$ cat src/rtl/game_flow_ctrl_pkg.sv
// Shared definitions for the touch-LCD game-flow controller: state encodings,
// button roles and the helper that locates one field of a packed button rectangle.
package game_flow_ctrl_pkg;

   typedef enum logic [1:0] {
      STATE_MENU  = 2'd0,
      STATE_GAME  = 2'd1,
      STATE_PAUSE = 2'd2,
      STATE_OVER  = 2'd3
   } gameState_t;

   // Buttons with a fixed role in the game flow; higher indices are user pulses only
   localparam int BTN_START = 0;
   localparam int BTN_PAUSE = 1;
   localparam int BTN_QUIT  = 2;

   // Field slots inside one packed rectangle {x0,y0,x1,y1}; y1 sits in the lowest bits
   localparam int FIELD_Y1 = 0;
   localparam int FIELD_X1 = 1;
   localparam int FIELD_Y0 = 2;
   localparam int FIELD_X0 = 3;

   // Bit offset of one rectangle field of button btnIdx, for a coordWidth-bit part-select
   function automatic int rectFieldLsb(input int btnIdx, input int field, input int coordWidth);
      return ((4 * btnIdx) + field) * coordWidth;
   endfunction

endpackage

$ cat src/rtl/touch_btn_detect.sv
// Touch button detector: strict-bounds hit-test against N rectangles, lowest-index
// selection, and a hold counter that accepts a press after HOLD_CYCLES steady cycles.
// Each accepted press gives exactly one pulse until the finger lifts or moves.
module touch_btn_detect
   import game_flow_ctrl_pkg::*;
#(
   parameter int                         COORD_W     = 16,
   parameter int                         N_BTN       = 3,
   parameter logic [4*COORD_W*N_BTN-1:0] BTN_RECT    = '0,
   parameter int                         HOLD_CYCLES = 1_000_000
) (
   input  logic               clk,
   input  logic               rst,
   input  logic               i_touchValid,
   input  logic [COORD_W-1:0] i_xCoord,
   input  logic [COORD_W-1:0] i_yCoord,
   output logic [N_BTN-1:0]   o_btnPress
);

   localparam int SEL_W = (N_BTN > 1) ? $clog2(N_BTN) : 1;
   localparam int CNT_W = (HOLD_CYCLES > 0) ? $clog2(HOLD_CYCLES + 1) : 1;
   localparam logic [CNT_W-1:0] CNT_LAST = CNT_W'(HOLD_CYCLES - 1);

   // True when lo < v < hi; done with widened subtraction so that degenerate
   // (all-zero) rectangles do not turn into constant comparisons
   function automatic logic strictlyBetween(input logic [COORD_W-1:0] v,
                                            input logic [COORD_W-1:0] lo,
                                            input logic [COORD_W-1:0] hi);
      logic [COORD_W+1:0] aboveLo;
      logic [COORD_W+1:0] belowHi;
      aboveLo = {2'b00, v}  - {2'b00, lo} - {{(COORD_W+1){1'b0}}, 1'b1};
      belowHi = {2'b00, hi} - {2'b00, v}  - {{(COORD_W+1){1'b0}}, 1'b1};
      return !aboveLo[COORD_W+1] && !belowHi[COORD_W+1];
   endfunction

   logic [N_BTN-1:0] w_hit;
   logic             w_anyHit;
   logic [SEL_W-1:0] w_sel;
   logic             w_same;
   logic             w_armedNow;
   logic [CNT_W-1:0] w_cntNow;
   logic             w_fire;
   logic [N_BTN-1:0] w_pressNext;

   logic             r_prevValid;
   logic [SEL_W-1:0] r_prevSel;
   logic [CNT_W-1:0] r_holdCnt;
   logic             r_armed;
   logic [N_BTN-1:0] r_press;

   for (genvar gi = 0; gi < N_BTN; gi++) begin : g_hit
      localparam logic [COORD_W-1:0] X0 = BTN_RECT[rectFieldLsb(gi, FIELD_X0, COORD_W) +: COORD_W];
      localparam logic [COORD_W-1:0] Y0 = BTN_RECT[rectFieldLsb(gi, FIELD_Y0, COORD_W) +: COORD_W];
      localparam logic [COORD_W-1:0] X1 = BTN_RECT[rectFieldLsb(gi, FIELD_X1, COORD_W) +: COORD_W];
      localparam logic [COORD_W-1:0] Y1 = BTN_RECT[rectFieldLsb(gi, FIELD_Y1, COORD_W) +: COORD_W];
      assign w_hit[gi] = i_touchValid
                         && strictlyBetween(i_xCoord, X0, X1)
                         && strictlyBetween(i_yCoord, Y0, Y1);
   end

   // Pick the lowest-index button under the finger so overlapping rectangles resolve predictably
   always_comb begin
      w_anyHit = |w_hit;
      w_sel    = '0;
      for (int i = N_BTN - 1; i >= 0; i--) begin
         if (w_hit[i]) begin
            w_sel = SEL_W'(i);
         end
      end
   end

   // A hold continues only if the same button was selected last cycle; anything else restarts it and re-arms
   always_comb begin
      w_same      = w_anyHit && r_prevValid && (w_sel == r_prevSel);
      w_armedNow  = w_same ? r_armed : 1'b1;
      w_cntNow    = w_same ? (r_holdCnt + CNT_W'(1)) : '0;
      w_fire      = w_anyHit && w_armedNow && (w_cntNow == CNT_LAST);
      w_pressNext = '0;
      for (int i = 0; i < N_BTN; i++) begin
         w_pressNext[i] = w_fire && (w_sel == SEL_W'(i));
      end
   end

   // Track the held button, count steady cycles and emit a single registered pulse per press
   always_ff @(posedge clk) begin
      if (rst) begin
         r_prevValid <= 1'b0;
         r_prevSel   <= '0;
         r_holdCnt   <= '0;
         r_armed     <= 1'b0;
         r_press     <= '0;
      end else begin
         r_prevValid <= w_anyHit;
         r_prevSel   <= w_sel;
         r_holdCnt   <= (w_anyHit && w_armedNow && !w_fire) ? w_cntNow : '0;
         r_armed     <= w_armedNow && !w_fire;
         r_press     <= w_pressNext;
      end
   end

   assign o_btnPress = r_press;

endmodule

$ cat src/rtl/game_flow_ctrl.sv
// Game-flow controller: MENU/GAME/PAUSE/OVER state machine driven by debounced
// touch buttons, with a one-second prescaler and a round countdown timer.
// State changes land one cycle after the accepted button pulse.
module game_flow_ctrl
   import game_flow_ctrl_pkg::*;
#(
   parameter int                         COORD_W       = 16,
   parameter int                         N_BTN         = 3,
   parameter logic [4*COORD_W*N_BTN-1:0] BTN_RECT      = '0,
   parameter int                         HOLD_CYCLES   = 1_000_000,
   parameter int                         TICKS_PER_SEC = 50_000_000,
   parameter int                         GAME_SECS     = 60
) (
   input  logic               clk,
   input  logic               rst,
   input  logic               touch_valid,
   input  logic [COORD_W-1:0] tp_x_coord,
   input  logic [COORD_W-1:0] tp_y_coord,
   input  logic               game_end_req,
   output logic [1:0]         state,
   output logic [N_BTN-1:0]   btn_press,
   output logic               round_start,
   output logic               sec_tick,
   output logic [7:0]         timer
);

   localparam int PRESC_W = (TICKS_PER_SEC > 1) ? $clog2(TICKS_PER_SEC) : 1;
   localparam logic [PRESC_W-1:0] PRESC_LAST = PRESC_W'(TICKS_PER_SEC - 1);
   localparam logic [7:0] TIMER_LOAD = 8'(GAME_SECS);

   logic [N_BTN-1:0]   w_press;

   gameState_t         r_state;
   logic [PRESC_W-1:0] r_presc;
   logic [7:0]         r_timer;
   logic               r_roundStart;
   logic               r_secTick;

   touch_btn_detect #(
      .COORD_W     (COORD_W),
      .N_BTN       (N_BTN),
      .BTN_RECT    (BTN_RECT),
      .HOLD_CYCLES (HOLD_CYCLES)
   ) u_btnDetect (
      .clk          (clk),
      .rst          (rst),
      .i_touchValid (touch_valid),
      .i_xCoord     (tp_x_coord),
      .i_yCoord     (tp_y_coord),
      .o_btnPress   (w_press)
   );

   // Game flow: button-driven state changes, second prescaler and countdown, with one-cycle event pulses
   always_ff @(posedge clk) begin
      if (rst) begin
         r_state      <= STATE_MENU;
         r_presc      <= '0;
         r_timer      <= TIMER_LOAD;
         r_roundStart <= 1'b0;
         r_secTick    <= 1'b0;
      end else begin
         r_roundStart <= 1'b0;
         r_secTick    <= 1'b0;
         case (r_state)
            STATE_MENU: begin
               if (w_press[BTN_START]) begin
                  r_state      <= STATE_GAME;
                  r_timer      <= TIMER_LOAD;
                  r_presc      <= '0;
                  r_roundStart <= 1'b1;
               end
            end
            STATE_GAME: begin
               if (game_end_req) begin
                  r_state <= STATE_OVER;
               end else if (w_press[BTN_PAUSE]) begin
                  r_state <= STATE_PAUSE;
               end else if (r_presc == PRESC_LAST) begin
                  r_presc   <= '0;
                  r_secTick <= 1'b1;
                  if (r_timer <= 8'd1) begin
                     r_timer <= 8'd0;
                     r_state <= STATE_OVER;
                  end else begin
                     r_timer <= r_timer - 8'd1;
                  end
               end else begin
                  r_presc <= r_presc + PRESC_W'(1);
               end
            end
            STATE_PAUSE: begin
               if (w_press[BTN_PAUSE]) begin
                  r_state <= STATE_GAME;
               end else if (w_press[BTN_QUIT]) begin
                  r_state <= STATE_MENU;
                  r_timer <= TIMER_LOAD;
               end
            end
            STATE_OVER: begin
               if (w_press[BTN_START]) begin
                  r_state      <= STATE_GAME;
                  r_timer      <= TIMER_LOAD;
                  r_presc      <= '0;
                  r_roundStart <= 1'b1;
               end else if (w_press[BTN_QUIT]) begin
                  r_state <= STATE_MENU;
                  r_timer <= TIMER_LOAD;
               end
            end
            default: begin
               r_state <= STATE_MENU;
            end
         endcase
      end
   end

   assign state       = r_state;
   assign btn_press   = w_press;
   assign round_start = r_roundStart;
   assign sec_tick    = r_secTick;
   assign timer       = r_timer;

endmodule

$ cat config.mk
export PLATFORM = sky130hd
export DESIGN_NAME = game_flow_ctrl
export DESIGN_NICKNAME = d
export VERILOG_FILES = /design/src/rtl/game_flow_ctrl_pkg.sv /design/src/rtl/touch_btn_detect.sv /design/src/rtl/game_flow_ctrl.sv
export SDC_FILE = /design/constraint.sdc
export NUM_CORES = 1
export LEC_CHECK = 0
export ABC_AREA = 1
export CAP_MARGIN = 40
export CORE_MARGIN = 3
export CORE_UTILIZATION = 45
export CTS_CLUSTER_SIZE = 12
export DETAILED_ROUTE_END_ITERATION = 10
export PLACE_DENSITY = 0.69
export REMOVE_ABC_BUFFERS = 1
export SETUP_SLACK_MARGIN = 0.5
export SYNTH_ARGS = -nofsm -noshare
export SYNTH_HDL_FRONTEND = slang
export SYNTH_SLANG_ARGS = --single-unit
$ cat constraint.sdc
create_clock -name clk -period 2.1 [get_ports clk]
set_input_delay 0.42 -clock clk [delete_from_list [all_inputs] [get_ports clk]]
set_output_delay 0.42 -clock clk [all_outputs]
set_load 0.01 [all_outputs]
==> results.tsv, run 1 <==
metric	value	unit
first-iteration detailed-routing DRC count	351	
Final Net Count	937	
status	finished, violations left	
clk sinks	61	
Register Area	1250	µm²
initial antenna violation count	0	
Syn Area/Cell	6.29	µm²
max_slew headroom	65.6	%
Antenna diodes	0	
synth top area cells	dfxtp_1 (29%), nand2_1 (13%), inv_1 (9.0%)	
drc violations	0	
row count	34	
Inst Count DP	931	
Slew Limit Fails	0	
synth cell count leaders	nand2_1 (151), inv_1 (102), nor2_1 (99)	
hold endpoint	r_presc[22]	
post-synthesis sequential area ratio	28.7	%
CTS buffer count	9	
cell depth of the worst hold path	2	
io pins	51	
total power	4.77	mW
RSZ-0062 raised after global routing	true	
Die W	103	µm
DP HPWL	8910	µm
GR Util All Layers	26.8	%
Post-Syn Area	4260	µm²
WL/cell	16.4	µm
Max Clk Rate	0.416	GHz
Critical Path End Type	flip-flop	
PortBufs	48	
Synth area leader	dfxtp_1	
Clk pin slew, worst setup/hold paths	0.08	ns
Main synth FF type	dfxtp_1	
FF+latch count, synth	61	
grt ovf	0	
final antenna-violating net count	0	
LEAKAGE	3.14	nW
core area	8930	µm²
Worst-Skew Late Latency	0.34	ns
Peak VDD IR	0.457	mV
Ys Warns	0	
CP startpoint kind	flip-flop	
Mapped Cells	676	
Final Critical Period	2.40	ns
part of the cycle the worst path needs	114	%
via count	5493	
vias in the first global route	5168	
layout cells sized above 1	45.1	%
critical path class	reg2reg	
Root Driver	clkbuf_8	
fill count	520	
Post-synth ARST share	0	%
Worst Path Required	2.34	ns
failing checks	negative setup slack	
post-route insts no fill	1001	
Via density	5.49	
Initial Util	47.6	%
Multi-input gate area	3440	µm²
final hold vios	0	
CTS tree	done	
Yosys cell types	40	
Area growth syn-to-layout	73.4	%
Tightest Hold Check Type	reg2reg	
Final Worst Setup Slack	-0.304	ns
Hold Path Origin	r_presc[22]	
Final Wtd Congestion	0.947	
H-tree levels	3	
Routed WL	16400	µm
final setup fails	38	
largest net degree at the start of global routing	12	
Synth top area share	28.7	%
number of synthesized flops with an enable pin	0	
cts hold-fix bufs	0	
Longest Clk Path Bufs	2	
Die Ht	103	µm
Die ar.	10700	µm²
most common cell in the netlist	nand2_1	
Setup Skew	0.0150	ns
flop-to-flop setup slack	-0.30	ns
critical path arrival	2.65	ns
first drt pass iteration count	5	
worst-path fanout max	5	
global-route wire length before repair	22900	µm
Worst Tran Pin Value	0.512	ns
worst reg-to-reg path cell count	18	
reg2reg end	u_btnDetect.r_holdCnt[0]	
max_cap viols	0	
worst r2r src	u_btnDetect.r_holdCnt[1]	
Power Dens Cells	647	nW/µm²
-- sequential cells by signal, indices dropped and copies added (netlist names) --
signal	cells
state	2
round_start	1
r_presc	26
u_btnDetect.o_btnPress	1
u_btnDetect.r_armed	1
timer	8
sec_tick	1
u_btnDetect.r_holdCnt	20
u_btnDetect.r_prevValid	1
-- how the worst max path moves through the flow --
stage,slack (ns),end,from,cells past startpoint
floorplan,-0.30,u_btnDetect.r_holdCnt[0],tp_x_coord[1],17
global placement,-0.74,u_btnDetect.r_holdCnt[16],tp_x_coord[0],19
detailed placement,-0.85,u_btnDetect.r_holdCnt[9],tp_x_coord[0],19
CTS,-0.26,u_btnDetect.r_holdCnt[7],u_btnDetect.r_holdCnt[0],16
global route,-0.45,u_btnDetect.r_holdCnt[3],u_btnDetect.r_holdCnt[0],18
finish,-0.30,u_btnDetect.r_holdCnt[0],u_btnDetect.r_holdCnt[1],18
-- layer usage --
| layer | global-route usage [%] | wire length, µm | vias to the layer above |
|---|---|---|---|
| met5 | 0 | 0 | - |
| met4 | 13.0 | 801 | 0 |
| met3 | 3.55 | 896 | 74 |
| met2 | 49.6 | 8430 | 241 |
| met1 | 30.1 | 6270 | 2578 |
| li1 | - | - | 2600 |
-- critical path: stages (launching register included) --
cell and delay (ns):
dfxtp_2 0.36, ha_4 0.15, nand3_4 0.09, nor2_4 0.10, nand4_1 0.17, nor2_4 0.20
inv_1 0.09, nand2_1 0.06, nand2_1 0.05, inv_1 0.07, nand4_1 0.07, nor2_1 0.14
nand4_2 0.13, nor2_4 0.16, nand2_2 0.09, nand2_4 0.11, buf_12 0.12, buf_16 0.12
nor2_4 0.03
-- power by group --
| part | total, mW | internal, mW | switching, mW |
|---|---|---|---|
| clock network | 1.07 | 0.578 | 0.497 |
| logic | 2.41 | 1.18 | 1.23 |
| registers | 1.29 | 1.22 | 0.0672 |
| total | 4.77 | 2.98 | 1.79 |
-- timing repair --
action | 4_1_cts | 5_1_grt
endpoints found under the setup margin | 72 | 62
gates cloned | 5 | 0
pin swaps | 55 | 72
hold endpoints to repair | 0 | 0
gates resized for setup | 225 | 141
buffers inserted | 29 | 21
-- final cells by class --
class                   count  share of cell area [%]
well taps                 108                    1.83
multi-input cells         500                    46.7
clock buffers              12                    1.97
inverters                 107                    5.71
clock inverters             3                   0.627
repair buffers            210                    26.3
flip-flops and latches     61                    16.9
-- cell usage in the layout, fill, tap and decap left out, types with 6 or more instances in the layout --
| master | count |
|---|---|
| dfxtp_2 | 11 |
| inv_2 | 21 |
| nor2_4 | 32 |
| nand2_2 | 20 |
| nor2_1 | 58 |
| clkdlybuf4s50_1 | 7 |
| nand4_1 | 21 |
| clkbuf_2 | 6 |
| nand3_1 | 36 |
| ha_4 | 7 |
| o21ai_1 | 7 |
| nand2_4 | 8 |
| a21oi_2 | 9 |
| dfxtp_1 | 47 |
| xor2_1 | 13 |
| buf_6 | 33 |
| nor3_2 | 8 |
| a21oi_1 | 12 |
| nor3_4 | 7 |
| o21ai_0 | 6 |
| nor2_2 | 39 |
| buf_4 | 115 |
| inv_1 | 80 |
| clkbuf_8 | 10 |
| nand3_4 | 7 |
| nand2_1 | 128 |
| buf_12 | 7 |
| nand3_2 | 8 |
| dlygate4sd2_1 | 24 |
| nor3_1 | 13 |
-- cells by family after synthesis --
logic type      synth area share (%)
buf+inv                         10.8
other cells                   0.0881
simple gates                    44.5
fa+ha+maj                       3.53
flops                           28.7
compound gates                  8.79
xor+xnor                        3.50
-- per-stage QoR --
step	TNS, ns	utilization, %	worst slack [ns]	hold WS, ns	instance area [µm²]
global route	-11.51	82.6	-0.446	0.504	7380
global placement	-17.17	63.3	-0.739	0.454	5660
floorplan	-7.07	-	-0.302	0.444	4200
detailed placement	-19.66	63.3	-0.845	0.467	5660
CTS	-4.26	75.7	-0.262	0.480	6760
finish	-7.51	82.6	-0.304	0.487	7380
Note: power is estimated with default switching activity, not from simulation.
==> inputs of run 2 (changes only) <==
- CORE_MARGIN: 3 -> unset
- SLEW_MARGIN: unset -> 20
==> run 2 against run 1 <==
Net effect:
- the flow still finishes with violations (negative setup slack)
- die area fell by 7.6%
- count of clock-buffer cells in the layout fell by 1
- sequential share of layout area rose by 0.11 points
- combinational power fell by 2%
- register-to-register slack improved by 0.05 ns
- critical endpoint is now u_btnDetect.r_holdCnt[7]
- largest cell class unchanged
- largest power group unchanged
==> results.tsv, run 2 (synthesis gave the netlist of run 1 again) <==
metric	value	unit
status	finished, violations left	
failing checks	negative setup slack	
worst-path fanout max	5	
core area	9200	µm²
PortBufs	48	
Setup Skew	0.0170	ns
Hold Path Origin	game_end_req	
Slew Limit Fails	0	
grt met3 use	5.48	%
global-route wire length before repair	23200	µm
Final Critical Period	2.35	ns
Critical Path End Type	flip-flop	
GR Util All Layers	29.2	%
Via density	5.64	
Switching Power	1.81	mW
grt ovf	0	
fin area	7320	µm²
final antenna-violating net count	0	
part of the power in registers	27.3	%
via count	5683	
cts hold-fix bufs	0	
critical path arrival	2.60	ns
Die ar.	9850	µm²
internal power	2.94	mW
Area growth syn-to-layout	71.9	%
Die W	99.2	µm
flop-to-flop setup slack	-0.25	ns
layout cells sized above 1	47.5	%
DP HPWL	8830	µm
Power Dens Cells	650	nW/µm²
Worst Path Required	2.35	ns
Final Worst Setup Slack	-0.253	ns
dpl cell area	5670	µm²
cell depth of the worst hold path	2	
vias in the first global route	5282	
Initial Util	46.3	%
reg2reg end	u_btnDetect.r_holdCnt[7]	
GRT met1 Usage	31.8	%
Slowest-stage cell, CP	clkdlybuf4s15_1	
Routed WL	17100	µm
initial antenna violation count	0	
io pins	51	
H-tree levels	3	
Tightest Hold Check Type	in2reg	
LEAKAGE	3.12	nW
max reg flops	26	
WL/cell	17.0	µm
CP top delay family	simple AND/OR/NAND/NOR gates	
WP buf/inv	3	
Final Wtd Congestion	0.918	
gr busiest metal	met2	
hold endpoint	sec_tick	
first-iteration detailed-routing DRC count	361	
CP max stage delay	0.21	ns
Peak VDD IR	0.494	mV
RSZ-0062 raised after global routing	true	
CP cell instances	clkdlybuf4s15_1 -> nor2_2 -> nand2_2 -> nor2_2 -> nand3_1 -> nor2_1 -> nor2_1 -> nand3_2 -> nand2_2 -> nor2_4 -> nand4_1 -> nor2_4 -> nand2_2 -> nand2_4 -> buf_12 -> buf_12 -> nor2_2	
Die Ht	99.2	µm
Util after Layout	79.6	%
Final Net Count	939	
Final Hold Slack	0.342	ns
Longest Clk Path Bufs	2	
Clk pin slew, worst setup/hold paths	0.08	ns
Comb pwr share	49.6	%
row count	35	
CTS tree	done	
Top reg by flops	r_presc	
Root Driver	clkbuf_8	
max_cap viols	0	
commonest non-fill, non-tap cell in the layout	buf_4	
Switching Fraction	38.2	%
Max Clk Rate	0.425	GHz
worst r2r src	u_btnDetect.r_holdCnt[0]	
drc violations	0	
part of the cycle the worst path needs	112	%
final setup fails	24	
Worst-Skew Late Latency	0.36	ns
CP startpoint kind	input pin	
critical path class	in2reg	
clk sinks	61	
CTS buffer count	9	
first drt pass iteration count	5	
largest net degree at the start of global routing	20	
most frequent cells in the layout	buf_4 (124), nand2_1 (123), inv_1 (80)	
clock share of power	23.1	%
worst reg-to-reg path cell count	16	
global-route track usage on met2	52.6	%
final hold vios	0	
Antenna diodes	0	
run 2: layer usage:
metal	part of all wire, %	wire length, µm
met1	38	6430
met2	50	8580
met3	6.1	1050
met4	6.2	1060
met5	0	0
run 2: what timing repair did:
item                       CTS  global route
setup endpoints to repair   72            60
pin swaps                   55            76
cloned                       3             1
buffers inserted            34            19
resized for setup          239           129
run 2: how the worst max path moves through the flow:
stage / slack (ns) / cells past startpoint / end / startpoint
floorplan: -0.30 / 17 / u_btnDetect.r_holdCnt[0] / tp_x_coord[1]
global placement: -0.74 / 19 / u_btnDetect.r_holdCnt[16] / tp_x_coord[0]
detailed placement: -0.82 / 19 / u_btnDetect.r_holdCnt[10] / tp_x_coord[0]
CTS: -0.21 / 16 / u_btnDetect.r_holdCnt[1] / u_btnDetect.r_holdCnt[0]
global route: -0.36 / 16 / u_btnDetect.r_holdCnt[17] / u_btnDetect.r_holdCnt[0]
finish: -0.25 / 17 / u_btnDetect.r_holdCnt[7] / tp_x_coord[9]
run 2: cell type report:
cell class                      count  area [µm²]
Clock buffer                       11         141
Clock inverter                      5        60.1
Fill cell                         549        1880
Inverter                          107         419
Multi-Input combinational cell    500        3400
Sequential cell                    61        1240
Tap cell                          111         139
Timing Repair Buffer              212        1920
run 2: stage by stage:
stage	setup WS (ns)	power (mW)	TNS, ns	std cells
6_report	-0.253	4.75	-5.02	1007
5_1_grt	-0.365	4.89	-7.99	1007
4_1_cts	-0.215	4.20	-3.97	987
3_5_place_dp	-0.823	2.44	-19.42	934
3_3_place_gp	-0.742	2.40	-17.45	934
2_1_floorplan	-0.302	1.87	-7.07	668
run 2: power groups by stage:
stage               Combinational, mW  Sequential, mW  Clock (mW)
CTS                              1.84            1.29        1.08
finish                           2.36            1.30        1.10
detailed placement               1.15            1.28           0
floorplan                       0.577            1.29           0
global placement                 1.12            1.28           0
global route                     2.44            1.30        1.15
